--- config.mk ---
export PLATFORM = sky130hd
export DESIGN_NAME = cv32e40s_data_req_arbiter
export DESIGN_NICKNAME = d
export VERILOG_FILES = /design/src/rtl/cv32e40s_data_req_arbiter_pkg.sv /design/src/rtl/cv32e40s_data_req_arbiter_sva.sv /design/src/rtl/cv32e40s_req_id_fifo.sv /design/src/rtl/cv32e40s_data_req_arbiter.sv
export SDC_FILE = /design/constraint.sdc
export NUM_CORES = 1
export LEC_CHECK = 0
export ABC_CLOCK_PERIOD_IN_PS = 2500
export BUFFER_PORTS_ARGS = -buffer_cell sky130_fd_sc_hd__clkbuf_2
export CORE_AREA = 5 5 109 111
export CTS_CLUSTER_SIZE = 28
export DETAILED_ROUTE_END_ITERATION = 12
export DIE_AREA = 0 0 114 116
export PLACE_DENSITY = 0.49
export SETUP_SLACK_MARGIN = 0.1
export SYNTH_ARGS = -nofsm -noshare
export SYNTH_HDL_FRONTEND = slang
export SYNTH_SLANG_ARGS = --single-unit
--- constraint.sdc ---
create_clock -name clk -period 2.5 [get_ports clk]
set_input_delay 0.25 -clock clk [delete_from_list [all_inputs] [get_ports clk]]
set_output_delay 0.25 -clock clk [all_outputs]
set_load 0.05 [all_outputs]
--- src/rtl/cv32e40s_data_req_arbiter_pkg.sv ---
// Types shared by the data request arbiter: OBI data channel payloads and requester IDs.
package cv32e40s_data_req_arbiter_pkg;

  typedef struct packed {
    logic [31:0] addr;
    logic        we;
    logic [3:0]  be;
    logic [31:0] wdata;
  } obi_data_req_t;

  typedef struct packed {
    logic [31:0] rdata;
    logic        err;
  } obi_data_resp_t;

  typedef logic data_req_id_t;

  localparam data_req_id_t DATA_REQ_ID_LSU = 1'b0;
  localparam data_req_id_t DATA_REQ_ID_DBG = 1'b1;

endpackage

--- src/rtl/cv32e40s_data_req_arbiter_sva.sv ---
// Protocol checks for the data request arbiter.
module cv32e40s_data_req_arbiter_sva
  import cv32e40s_data_req_arbiter_pkg::*;
(
  input logic         clk,
  input logic         rst,
  input logic         hold_q,
  input data_req_id_t hold_id_q,
  input logic [1:0]   req_valid_i
);

  // A requester whose request is stalled on the bus must keep it valid until accepted.
  a_held_req_stays_valid: assert property (@(posedge clk) disable iff (rst)
    hold_q |-> req_valid_i[hold_id_q]);

endmodule

--- src/rtl/cv32e40s_req_id_fifo.sv ---
// In-order circular buffer of requester IDs for accepted, not yet answered transfers.
module cv32e40s_req_id_fifo
  import cv32e40s_data_req_arbiter_pkg::*;
#(
  parameter int unsigned DEPTH = 2,
  localparam int unsigned CNT_WIDTH = $clog2(DEPTH + 1)
) (
  input  logic                 clk,
  input  logic                 rst,
  input  logic                 push_i,
  input  data_req_id_t         push_id_i,
  input  logic                 pop_i,
  output data_req_id_t         head_o,
  output logic [CNT_WIDTH-1:0] count_o,
  output logic                 full_o,
  output logic                 empty_o
);

  localparam int unsigned PTR_WIDTH = (DEPTH > 1) ? $clog2(DEPTH) : 1;
  localparam logic [PTR_WIDTH-1:0] PTR_LAST = PTR_WIDTH'(DEPTH - 1);
  localparam logic [CNT_WIDTH-1:0] CNT_FULL = CNT_WIDTH'(DEPTH);

  data_req_id_t [DEPTH-1:0] mem_q, mem_d;
  logic [PTR_WIDTH-1:0]     wr_ptr_q, wr_ptr_d;
  logic [PTR_WIDTH-1:0]     rd_ptr_q, rd_ptr_d;
  logic [CNT_WIDTH-1:0]     count_q, count_d;

  // Next-state for storage, pointers and occupancy; the caller never pushes when full or pops when empty.
  always_comb begin
    mem_d    = mem_q;
    wr_ptr_d = wr_ptr_q;
    rd_ptr_d = rd_ptr_q;
    count_d  = count_q;
    if (push_i) begin
      mem_d[wr_ptr_q] = push_id_i;
      wr_ptr_d = (wr_ptr_q == PTR_LAST) ? {PTR_WIDTH{1'b0}} : wr_ptr_q + PTR_WIDTH'(1);
    end else begin
      wr_ptr_d = wr_ptr_q;
    end
    if (pop_i) begin
      rd_ptr_d = (rd_ptr_q == PTR_LAST) ? {PTR_WIDTH{1'b0}} : rd_ptr_q + PTR_WIDTH'(1);
    end else begin
      rd_ptr_d = rd_ptr_q;
    end
    case ({push_i, pop_i})
      2'b10:   count_d = count_q + CNT_WIDTH'(1);
      2'b01:   count_d = count_q - CNT_WIDTH'(1);
      default: count_d = count_q;
    endcase
  end

  // State registers.
  always_ff @(posedge clk or posedge rst) begin
    if (rst) begin
      mem_q    <= {DEPTH{DATA_REQ_ID_LSU}};
      wr_ptr_q <= {PTR_WIDTH{1'b0}};
      rd_ptr_q <= {PTR_WIDTH{1'b0}};
      count_q  <= {CNT_WIDTH{1'b0}};
    end else begin
      mem_q    <= mem_d;
      wr_ptr_q <= wr_ptr_d;
      rd_ptr_q <= rd_ptr_d;
      count_q  <= count_d;
    end
  end

  assign head_o  = mem_q[rd_ptr_q];
  assign count_o = count_q;
  assign full_o  = (count_q == CNT_FULL);
  assign empty_o = (count_q == {CNT_WIDTH{1'b0}});

endmodule

--- src/rtl/cv32e40s_data_req_arbiter.sv ---
// Round-robin arbiter sharing one OBI data request path between the LSU and a secondary master.
module cv32e40s_data_req_arbiter
  import cv32e40s_data_req_arbiter_pkg::*;
#(
  parameter int unsigned DEPTH = 2,
  localparam int unsigned CNT_WIDTH = $clog2(DEPTH + 1)
) (
  input  logic                clk,
  input  logic                rst,
  input  logic [1:0]          req_valid_i,
  input  obi_data_req_t [1:0] req_trans_i,
  input  logic [1:0]          req_lock_i,
  output logic [1:0]          req_ready_o,
  output logic [1:0]          req_resp_valid_o,
  output obi_data_resp_t      req_resp_o,
  output logic                valid_o,
  output obi_data_req_t       trans_o,
  input  logic                ready_i,
  input  logic                resp_valid_i,
  input  obi_data_resp_t      resp_i,
  output logic                busy_o,
  output logic                spurious_resp_o
);

  data_req_id_t         grant_s, head_id_s;
  data_req_id_t         rr_ptr_q, rr_ptr_d, hold_id_q, hold_id_d, lock_id_q, lock_id_d;
  logic                 hold_q, hold_d, lock_q, lock_d;
  logic                 full_s, empty_s, accept_s, pop_s;
  logic [CNT_WIDTH-1:0] count_s;

  // Grant selection: a stalled request, then a locked pair, then round-robin.
  always_comb begin
    grant_s = DATA_REQ_ID_LSU;
    if (hold_q) begin
      grant_s = hold_id_q;
    end else if (lock_q) begin
      grant_s = lock_id_q;
    end else if (&req_valid_i) begin
      grant_s = rr_ptr_q;
    end else if (req_valid_i[DATA_REQ_ID_DBG]) begin
      grant_s = DATA_REQ_ID_DBG;
    end else begin
      grant_s = DATA_REQ_ID_LSU;
    end
  end

  assign valid_o  = req_valid_i[grant_s] && !full_s;
  assign trans_o  = req_trans_i[grant_s];
  assign accept_s = valid_o && ready_i;

  // Only the granted requester sees the downstream ready.
  always_comb begin
    req_ready_o = 2'b00;
    req_ready_o[grant_s] = ready_i && !full_s;
  end

  assign pop_s           = resp_valid_i && !empty_s;
  assign spurious_resp_o = resp_valid_i && empty_s;
  assign req_resp_o      = resp_i;
  assign busy_o          = (count_s != {CNT_WIDTH{1'b0}}) || (|req_valid_i);

  // Route the response to the owner of the oldest outstanding transfer.
  always_comb begin
    req_resp_valid_o = 2'b00;
    req_resp_valid_o[head_id_s] = pop_s;
  end

  // Arbitration state update on accept or stall.
  always_comb begin
    rr_ptr_d  = rr_ptr_q;
    lock_d    = lock_q;
    lock_id_d = lock_id_q;
    hold_d    = hold_q;
    hold_id_d = hold_id_q;
    if (accept_s) begin
      rr_ptr_d  = ~grant_s;
      lock_d    = req_lock_i[grant_s];
      lock_id_d = grant_s;
      hold_d    = 1'b0;
    end else if (valid_o) begin
      hold_d    = 1'b1;
      hold_id_d = grant_s;
    end else begin
      hold_d    = hold_q;
    end
  end

  // Arbitration state registers.
  always_ff @(posedge clk or posedge rst) begin
    if (rst) begin
      rr_ptr_q  <= DATA_REQ_ID_LSU;
      lock_q    <= 1'b0;
      lock_id_q <= DATA_REQ_ID_LSU;
      hold_q    <= 1'b0;
      hold_id_q <= DATA_REQ_ID_LSU;
    end else begin
      rr_ptr_q  <= rr_ptr_d;
      lock_q    <= lock_d;
      lock_id_q <= lock_id_d;
      hold_q    <= hold_d;
      hold_id_q <= hold_id_d;
    end
  end

  cv32e40s_req_id_fifo #(
    .DEPTH (DEPTH)
  ) u_id_fifo (
    .clk       (clk),
    .rst       (rst),
    .push_i    (accept_s),
    .push_id_i (grant_s),
    .pop_i     (pop_s),
    .head_o    (head_id_s),
    .count_o   (count_s),
    .full_o    (full_s),
    .empty_o   (empty_s)
  );

  cv32e40s_data_req_arbiter_sva u_sva (
    .clk         (clk),
    .rst         (rst),
    .hold_q      (hold_q),
    .hold_id_q   (hold_id_q),
    .req_valid_i (req_valid_i)
  );

endmodule

**Yosys cells after proc, flatten, opt, wreduce, memory -nomap -nowiden**

Index checks and enable logic that the tools add are counted.

- $add $sub $neg: 4
- Reductions and logical operators: 18
- Equal/unequal tests: 3
- Bitwise operators: 4
- $lt $le $gt $ge: 7
- Multiplexer cells: 24

Operators by type and width:

| cell | number |
|---|---|
| $mux W69 | 2 |
| $mux W1 | 17 |
| $logic_and A1 B1 Y1 | 8 |
| $lt A1 B2 Y1 const B | 4 |
| $reduce_bool A2 Y1 | 3 |
| $and A2 B2 Y2 | 2 |
| $eq A2 B2 Y1 const B | 2 |
| $pmux W2 S2 | 1 |
| $reduce_and A2 Y1 | 2 |
| $demux W1 S1 | 3 |
| $ge A1 B1 Y1 const B | 3 |
| $add A1 B1 Y1 const B | 2 |
| $add A2 B1 Y2 const B | 1 |
| $bwmux W2 | 1 |
| $eq A2 B1 Y1 const B | 1 |
| $logic_not A1 Y1 | 2 |
| $logic_not A2 Y1 | 1 |
| $not A1 Y1 | 2 |
| $reduce_or A2 Y1 | 1 |
| $sub A2 B1 Y2 const B | 1 |
| $logic_or A1 B1 Y1 | 1 |

- Register bits after elaboration: 11

**Depth between registers and ports, before layout**

- Depth in word-level cells: 10
- Depth in mapped cells: 9

**Cells and area by module**

Synthesis repeated with hierarchy kept, for this count alone.

- Cell total of the unflattened synthesis: 324
- Area, all modules: 1,820.5 µm²

Modules (own cells, without submodules):

| module | area an instance (µm²) | sequential area each (µm²) | instances | cells each |
|---|---|---|---|---|
| cv32e40s_data_req_arbiter | 1,547.7 | 125.1 | 1 | 301 |
| cv32e40s_req_id_fifo | 272.8 | 150.1 | 1 | 23 |

**Worst setup path before layout**

Ideal clock, no wire load.

- Path kind: register -> output
- From: register lock_q
- To: output req_ready_o[1]
- Data required time: 2.250 ns
- Cell stages (with the launch flop): 7
- Slack: 0.533 ns
- Arrival time: 1.717 ns
- Cells stage by stage: dfrtp_1 > nand2b_1 > o21ai_2 > nand2_2 > buf_6 > buf_6 > nor2_1

- Cells in the longest elaborated chain, start to end: 7
- Elaborated cells between the ends (all ways): 8
- Those cells by class: order compare: 2; mux: 4; bitwise: 1; reduce/logical: 1

RTL lines:

| what | RTL line | RTL |
|---|---|---|
| from (decl) | cv32e40s_data_req_arbiter.sv:27 | `logic hold_q, hold_d, lock_q, lock_d;` |
| from (signal assigned) | cv32e40s_data_req_arbiter.sv:98 | `lock_q <= lock_d;` |
| $mux W1 * | cv32e40s_data_req_arbiter.sv:36 | `end else if (lock_q) begin` |
| $mux W1 * | cv32e40s_data_req_arbiter.sv:34 | `if (hold_q) begin` |
| $lt A1 B2 Y1 (not written as such) or $ge A1 B1 Y1 (tied branches) | cv32e40s_data_req_arbiter.sv:54 | `req_ready_o[grant_s] = ready_i && !full_s;` |
| $logic_and A1 B1 Y1 | cv32e40s_data_req_arbiter.sv:54 |  |
| $mux W1 (not written as such) | cv32e40s_data_req_arbiter.sv:54 |  |
| $demux W1 S1 * | cv32e40s_data_req_arbiter.sv:54 |  |
| $and A2 B2 Y2 (no line) * | - |  |
| to (decl) | cv32e40s_data_req_arbiter.sv:13 | `output logic [1:0] req_ready_o,` |

Mark *: on every way between the ends. The rest lies on a longest branch, timed or not.

==> summary.txt <==
Cells and area
  • Area delta synth->final: 58.9%
  • Number of diodes added for antenna fixing: 0
  • Post-route cell area: 2870 um^2
  • Core occupancy in the finished layout: 26.8%
  • Proportion of layout cells with a drive suffix above 1: 81.9%
  • Fin nets: 546
  • Total area of multi-input combinational cells: 1210 um^2
  • Fillcell total: 1156
  • Total area of sequential cells: 275 um^2

Logic synthesis
  • Async S/R FF share, synth: 100%
  • Cells after Synth: 179
  • Most frequently used flop master after synthesis: sky130_fd_sc_hd__dfrtp_1
  • Cell with the most instances after synthesis: sky130_fd_sc_hd__mux2_2
  • Net count after synthesis: 359
  • Distinct cells, synth: 30
  • Cell area after synthesis: 1810 um^2
  • Library cell with the largest summed area after synthesis: sky130_fd_sc_hd__mux2_2
  • Share of the synthesized area in the top cell type: 28.7%
  • Top area cells in the synthesized netlist: sky130_fd_sc_hd__mux2_2 29%, sky130_fd_sc_hd__mux2_4 19%, sky130_fd_sc_hd__dfrtp_1 15%, sky130_fd_sc_hd__buf_4 14%, sky130_fd_sc_hd__buf_6 2.5%
  • Number of enable flip-flop cells after synthesis: 0
  • Sequential area share after synthesis: 15.2%
  • Post-synthesis area per instance: 10.1 um^2
  • Warnings, synthesis: 0
  • List of most frequent post-synthesis cells: 46 x sky130_fd_sc_hd__mux2_2, 33 x sky130_fd_sc_hd__buf_4, 23 x sky130_fd_sc_hd__mux2_4
  • Register bit count reported by yosys: 11

Placement
  • Area after detailed placement: 2810 um^2
  • Detailed placement HPWL: 6990 um
  • Placer Congestion: 0.841
  • Port-buffer cells: 221

Pwr
  • Switching Fraction: 62.8%
  • Int Power: 1.54 mW
  • VDD IR-drop max: 585 uV
  • Clock power frac: 4.4%
  • Comb power frac: 87.6%
  • Leakage dissipation: 1.57 nW
  • Net load switching power: 2.60 mW
  • Sequential power share: 8.1%
  • P per Cell Area: 1440 nW/um^2

Global routing
  • Global-route usage over all layers: 10.4%
  • Wire length of the first global-routing pass: 11000 um
  • Number of global-route vias before repair: 2085
  • Largest net degree at the start of global routing: 43
  • Initial antenna violation count: 1
  • Total global routing overflow: 0

STA
  • Final hold violation count: 0
  • Final critical-path required period: 2.26 ns
  • Final Skew: 0.000693 ns
  • Maximum achievable frequency: 443 MHz
  • Unrepaired setup endpoints after global routing: false
  • Post-route clock period utilization: 90.3%
  • Relative max-transition margin: 67.0%
  • Number of endpoints failing setup at the final stage: 0
  • Summed negative setup slack over all endpoints: 0 ns
  • Fin. max-slew vios: 0
  • Transition time at the pin with the least slew margin: 0.489 ns

Run status
  • Run status: finished clean

Worst setup path
  • Crit Path Class: register to output pin
  • Delay of the slowest cell on the worst path: 0.40 ns
  • List of cells traversed by the critical path: a21oi_1, o21ai_2, nand2_4, buf_12, mux2_2, clkbuf_2
  • Data required time of the worst path: 2.25 ns
  • Crit path DAT: 2.01 ns
  • Critical Path Fanout Max: 32
  • Nature of the critical path startpoint: register
  • Worst setup startpoint: hold_q
  • Worst r2r src: u_id_fifo.count_o[0]
  • Library cell contributing the largest single delay on the critical path: sky130_fd_sc_hd__dfrtp_1
  • Setup crit end kind: output pin

Route
  • WL per Instance: 15.7 um
  • Final routed DRC violation total: 0
  • Sum of routed wire length over all layers: 7920 um
  • Antenna-violating nets left: 0
  • Number of vias in the routed layout: 2032
  • Number of optimization iterations in the first detailed-route pass: 4
  • Detailed router's first-iteration violation count: 100
  • Via-to-Cell Ratio: 4.02

Clock tree
  • Clk root buf: sky130_fd_sc_hd__clkbuf_8
  • Clock insertion delay at the later pin of the skew report: 0.24 ns
  • Clock Sinks: 11
  • H-tree lvl count: 1
  • CTS tree: done
  • Deepest clock path buffer count: 2
  • Number of clock buffers inserted by TritonCTS: 3
  • Number of instances resized during post-cts repair: 0
  • Post-CTS clock slew at the launch and capture registers of the worst setup and hold paths: 0.05 ns
  • # hold bufs at CTS: 1
  • Count of buffers added by post-CTS timing repair for setup: 0

Floorplanning
  • DIE AREA: 13200 um^2
  • Number of placement rows: 38
  • Core ar.: 10700 um^2
  • Die width: 114 um
  • Height of the die: 116 um
  • Initial standard-cell utilization of the core: 16.9%
  • I/O pin count: 288

Min path
  • Class of the tightest hold or removal check: primary input to register
  • Hold Crit Start: req_lock_i[0]

Run
  • Total of max-cap violations: 0
==> cell families after synthesis <==
family	Yosys count	share of synthesized area, %
AO/OA/AOI/OAI	20	7.14
buffers and inverters	45	18.2
AND/OR/NAND/NOR	27	7.90
XOR/XNOR	5	2.43
adder cells (fa/ha/maj)	1	0.693
flip-flops	11	15.2
multiplexers	70	48.4
==> final cells by class <==
class / count / share of cell area (%)
multi-input cells: 123 / 42.0
well taps: 140 / 6.11
flip-flops and latches: 11 / 9.59
clock buffers: 4 / 1.57
repair buffers: 224 / 40.3
inverters: 3 / 0.392
==> worst max-delay path, delay by kind of cell (launching register included) <==
family	cells	cell delay, ns
buf+inv	2	0.49
flops	1	0.40
mux	1	0.38
compound gates	2	0.34
simple gates	1	0.13
==> registers in the layout, summed over array words and instances (netlist names) <==
name                cells
u_id_fifo.mem_q         2
u_id_fifo.rd_ptr_q      1
u_id_fifo.count_o       2
u_id_fifo.wr_ptr_q      1
hold_id_q               1
hold_q                  1
lock_q                  1
rr_ptr_q                1
lock_id_q               1
==> metal layers <==
metal	part of all wire [%]	global-route usage (%)	vias up
li1	-	-	972
met1	41	13.0	902
met2	47	17.1	137
met3	11	3.60	19
met4	1.2	2.45	2
met5	0.16	0	-
==> metrics by stage <==
step | instances | total power, mW | hold slack [ns] | setup WS [ns]
after floorplan | 179 | 3.40 | 0.102 | 0.533
after global placement | 500 | 3.98 | 0.245 | 0.513
after detailed placement | 500 | 3.99 | 0.253 | 0.490
after CTS | 505 | 4.20 | 0.284 | 0.231
after global routing | 505 | 4.34 | 0.301 | 0.129
final | 505 | 4.14 | 0.284 | 0.242
==> power by group through the flow <==
stage	combinational (mW)	sequential [mW]	clock (mW)
after floorplan	3.10	0.305	0
after global placement	3.64	0.334	0
after detailed placement	3.65	0.336	0
after CTS	3.67	0.333	0.190
after global routing	3.80	0.348	0.197
final	3.62	0.334	0.180
==> cell usage in the layout, fill, tap and decap left out, drive strengths merged <==
cell / count
o32ai: 1
clkbuf: 225
xnor2: 4
nand3: 3
o21a: 3
mux2i: 1
nand2b: 3
dlygate4sd3: 1
xor2: 1
buf: 2
inv: 3
ha: 1
a41oi: 1
a21o: 1
mux2: 69
dfrtp: 11
and3: 1
nor2b: 4
nor3b: 1
or4: 1
nand2: 6
o21ai: 8
a21oi: 6
nor2: 8
==> final timing paths <==
check / to / slack [ns] / cells after the start
max in group asynchronous: u_id_fifo.rd_ptr_q / 1.64 / 3
min: lock_q / 0.28 / 3
max reg2reg: u_id_fifo.count_o[1] / 0.55 / 7
min reg2reg: lock_id_q / 0.49 / 1
min in group asynchronous: u_id_fifo.count_o[1] / 0.54 / 3
max: trans_o[61] / 0.24 / 6
Note: power is estimated with default switching activity, not from simulation.
